===== config.mk =====
export PLATFORM = sky130hd
export DESIGN_NAME = bcd_conv
export DESIGN_NICKNAME = d
export VERILOG_FILES = /design/src/rtl/bcd_pkg.sv /design/src/rtl/bcd_digit_adj.sv /design/src/rtl/bcd_conv.sv
export SDC_FILE = /design/constraint.sdc
export NUM_CORES = 1
export LEC_CHECK = 0
export CORE_MARGIN = 2
export CORE_UTILIZATION = 40
export CTS_CLUSTER_SIZE = 14
export DETAILED_ROUTE_END_ITERATION = 6
export RECOVER_POWER = 25
export REMOVE_ABC_BUFFERS = 1
export SYNTH_ARGS = -nofsm -noshare
export SYNTH_HDL_FRONTEND = slang
export SYNTH_HIERARCHICAL = 1
export SYNTH_SLANG_ARGS = --single-unit

===== constraint.sdc =====
create_clock -name CLOCK -period 1.4 [get_ports CLOCK]
set_clock_uncertainty 0.05 [all_clocks]
set_input_delay 0.35 -clock CLOCK [delete_from_list [all_inputs] [get_ports CLOCK]]
set_output_delay 0.35 -clock CLOCK [all_outputs]
set_load 0.05 [all_outputs]

===== src/rtl/bcd_pkg.sv =====
// Shared constants and state encoding for the binary-to-BCD converter.
package bcd_pkg;

    localparam int unsigned WIDTH  = 8;
    localparam int unsigned DIGITS = 3;
    localparam int unsigned CNT_W  = $clog2(WIDTH);

    typedef enum logic {
        IDLE  = 1'b0,
        SHIFT = 1'b1
    } state_t;

endpackage


===== src/rtl/bcd_digit_adj.sv =====
// One BCD nibble of the double-dabble step: add 3 when the digit is 5 or more.
module bcd_digit_adj (
    input  logic [3:0] din,
    output logic [3:0] dout
);

    // din is at most 9 here, so the 4-bit sum never wraps
    always_comb begin
        dout = din;
        if (din >= 4'd5) begin
            dout = din + 4'd3;
        end
    end

endmodule


===== src/rtl/bcd_conv.sv =====
// Sequential shift-and-add-3 binary-to-BCD converter: one shift per clock,
// result and DONE strobe registered together on the final shift.
module bcd_conv
    import bcd_pkg::*;
#(
    parameter int unsigned WIDTH  = bcd_pkg::WIDTH,
    parameter int unsigned DIGITS = bcd_pkg::DIGITS
) (
    input  logic                  CLOCK,
    input  logic                  RESET_B,
    input  logic                  START,
    input  logic [WIDTH-1:0]      BIN,
    output logic [4*DIGITS-1:0]   BCD,
    output logic                  BUSY,
    output logic                  DONE
);

    localparam int unsigned BW = 4 * DIGITS;
    localparam int unsigned SW = BW + WIDTH;
    localparam int unsigned CW = (WIDTH > 1) ? $clog2(WIDTH) : 1;

    state_t          state_q, state_d;
    logic [CW-1:0]   cnt_q, cnt_d;
    logic [SW-1:0]   sreg_q, sreg_d, sreg_adj;
    logic [BW-1:0]   bcd_q, bcd_d;
    logic            done_q, done_d;
    logic            last_shift;

    for (genvar g = 0; g < DIGITS; g++) begin : g_adj
        bcd_digit_adj u_adj (
            .din  (sreg_q[WIDTH + 4*g +: 4]),
            .dout (sreg_adj[WIDTH + 4*g +: 4])
        );
    end
    assign sreg_adj[WIDTH-1:0] = sreg_q[WIDTH-1:0];

    assign last_shift = (state_q == SHIFT) && (cnt_q == CW'(WIDTH - 1));

    always_ff @(posedge CLOCK or negedge RESET_B) begin
        if (!RESET_B) begin
            state_q <= IDLE;
            cnt_q   <= '0;
            sreg_q  <= '0;
            bcd_q   <= '0;
            done_q  <= 1'b0;
        end else begin
            state_q <= state_d;
            cnt_q   <= cnt_d;
            sreg_q  <= sreg_d;
            bcd_q   <= bcd_d;
            done_q  <= done_d;
        end
    end

    always_comb begin
        state_d = state_q;
        case (state_q)
            IDLE:    if (START)      state_d = SHIFT;
            SHIFT:   if (last_shift) state_d = IDLE;
            default: state_d = IDLE;
        endcase
    end

    // START during SHIFT is ignored: BIN is only loaded from IDLE
    always_comb begin
        sreg_d = sreg_q;
        cnt_d  = cnt_q;
        bcd_d  = bcd_q;
        done_d = 1'b0;
        if (state_q == IDLE) begin
            if (START) begin
                sreg_d = {{BW{1'b0}}, BIN};
                cnt_d  = '0;
            end
        end else begin
            sreg_d = {sreg_adj[SW-2:0], 1'b0};
            cnt_d  = cnt_q + 1'b1;
            if (last_shift) begin
                bcd_d  = sreg_adj[SW-2 -: BW];
                done_d = 1'b1;
            end
        end
    end

    always_comb begin
        BUSY = (state_q == SHIFT);
        DONE = done_q;
        BCD  = bcd_q;
    end

endmodule

==> impl_metrics.json <==
{
  "antenna_found_initial": 0,
  "reg2reg_to": "sreg_q[10]",
  "die_x_um": 70.6,
  "wirelength_um": 3780,
  "diodes": 0,
  "min_delay_worst_endpoint": "sreg_q[5]",
  "track_usage_pct": 16.3,
  "crit_type": "register to register",
  "dieArea_um2": 4980,
  "worstSkewPairLatency_ns": 0.28,
  "port_buffers": 24,
  "ios": 25,
  "grt_pass1_vias": 1256,
  "p_sw_mw": 2.97,
  "whs_ns": 0.444,
  "p_leak_nw": 1.30,
  "coreArea_um2": 4320,
  "setup_viol": 11,
  "path_clk_slew_ns": 0.07,
  "p_clk_share_pct": 9.1,
  "multi_input_area_um2": 978,
  "hold_path_class": "register to register",
  "fin_cells": 253,
  "num_vias": 1285,
  "setup_ws_ns": -0.100,
  "clock_sinks": 37,
  "initial_core_util_pct": 41.0,
  "syn_avg_cell_area_um2": 12.2,
  "postSynthCellCount": 145,
  "globalRouteOverflowTotal": 0,
  "viasPerCell": 5.08,
  "worstMarginPinSlew_ns": 0.827,
  "cts_root_buf": "clkbuf_8",
  "min_path_cells": 2,
  "required_ns": 1.57,
  "comb_power_share_pct": 64.0,
  "drv_cap": 0,
  "ant_nets": 0,
  "fillers": 334,
  "nets": 219,
  "cts_buffers": 5,
  "ys.warnings.count": 6,
  "timing.fmax_ghz": 0.667,
  "cts_buffer_depth": 2,
  "relSlewSlack_pct": 44.8,
  "fin_util_pct": 63.0,
  "r2r_start": "sreg_q[9]",
  "syn_area_um2": 1770,
  "critPathLaunchType": "register",
  "tns_ns": -0.499,
  "crit_fanout": 3,
  "wl_per_cell_um": 15.0,
  "die_h_um": 70.6,
  "violations": "setup timing",
  "regArea_um2": 927,
  "place_inst": 235,
  "dp.final_hpwl_um": 2470,
  "ir_drop_mv": 1.17,
  "grt_max_degree": 38,
  "placementRows": 24,
  "grt_pass1_wl_um": 6290,
  "p_int_mw": 4.62,
  "p_per_area_nw_per_um2": 2780,
  "min_period_ns": 1.50,
  "cts_tree": "done",
  "drt-initial-drc-count": 79,
  "routabilityCongestion": 0.837,
  "r2r_slack_ns": -0.10,
  "cts_htree_levels": 2,
  "synthToLayoutAreaGrowth_pct": 53.8,
  "drv_slew": 0,
  "dr.pass1.iters": 4,
  "worstRegToRegCells": 6,
  "status": "finished with violations",
  "finalCritPeriodShare_pct": 107,
  "drive_above_1_share_pct": 46.3,
  "drc": 0,
  "cp-end-kind": "register",
  "hp-start": "sreg_q[4]",
  "hold_viol_final": 0,
  "switching_share_pct": 39.1,
  "rsz0062_at_grt": "yes",
  "cp.arrival_ns": 1.67,
  "power_frac_seq_pct": 26.9
}
==> stage by stage <==
| stage | cell area [um^2] | worst slack, ns | power [mW] |
|---|---|---|---|
| after detailed placement | 2350 | -0.172 | 5.85 |
| after global placement | 2350 | -0.127 | 5.69 |
| final | 2730 | -0.100 | 7.59 |
| after CTS | 2670 | -0.0624 | 7.39 |
| after floorplan | 1720 | -0.579 | 4.12 |
| after global routing | 2730 | -0.179 | 8.05 |
==> critical path, cell delays in order (launching register included) <==
cell,delay (ns)
dfrtp_1,0.36
inv_2,0.07
ha_2,0.17
nand2b_4,0.15
a21oi_4,0.17
mux2i_1,0.27
a22o_1,0.20
==> final cells by class <==
| cell class | count | share of cell area, % |
|---|---|---|
| Clock buffer | 8 | 2.94 |
| Inverter | 8 | 1.10 |
| Multi-Input combinational cell | 94 | 35.9 |
| Sequential cell | 37 | 34.0 |
| Tap cell | 52 | 2.39 |
| Timing Repair Buffer | 54 | 23.6 |
==> worst max path at each step <==
| stage | start | end | slack (ns) | cells past startpoint |
|---|---|---|---|---|
| CTS | sreg_q[8] | BCD[2] | -0.06 | 5 |
| global route | sreg_q[8] | sreg_q[10] | -0.18 | 5 |
| floorplan | BUSY | BCD[10] | -0.58 | 2 |
| global placement | cnt_q[0] | BCD[1] | -0.13 | 4 |
| finish | sreg_q[9] | sreg_q[10] | -0.10 | 6 |
| detailed placement | cnt_q[0] | BCD[1] | -0.17 | 4 |
==> placed cells by master (no fill, tap or decap), drive strengths merged <==
cell type       n
nand2b          5
dfrtp          37
nand2          20
ha              8
a21oi           3
inv             8
o21ai          11
bufbuf          1
mux2           13
mux2i          12
a22o           14
xnor2           3
nor2            5
clkdlybuf4s50  10
clkbuf          8
buf            43
==> registers in the layout, indices dropped and copies added (netlist names) <==
name    count
BUSY        1
BCD        12
DONE        1
cnt_q       3
sreg_q     20
==> per-layer routing <==
layer  share of wire (%)  vias up  global-route usage (%)
li1                    -      615                       -
met1                  42      637                    20.9
met2                  53       30                    27.1
met3                 4.5        3                    5.27
met4                0.85        0                    3.98
met5                   0        -                       0
==> power groups by stage <==
stage | clock [mW] | sequential (mW) | combinational (mW)
2_1_floorplan | 0 | 2.56 | 1.56
3_3_place_gp | 0 | 1.98 | 3.71
3_5_place_dp | 0 | 2.01 | 3.84
4_1_cts | 0.726 | 2.02 | 4.64
5_1_grt | 0.786 | 2.09 | 5.17
6_report | 0.693 | 2.04 | 4.86
==> what timing repair did <==
action,CTS,global route
resized for setup,32,10
endpoints found under the setup margin,21,21
pin swaps,11,8
setup buffers,6,2
hold buffers,0,0
cloned,2,0
hold endpoints to repair,0,0
(Power assumes the default switching activity.)
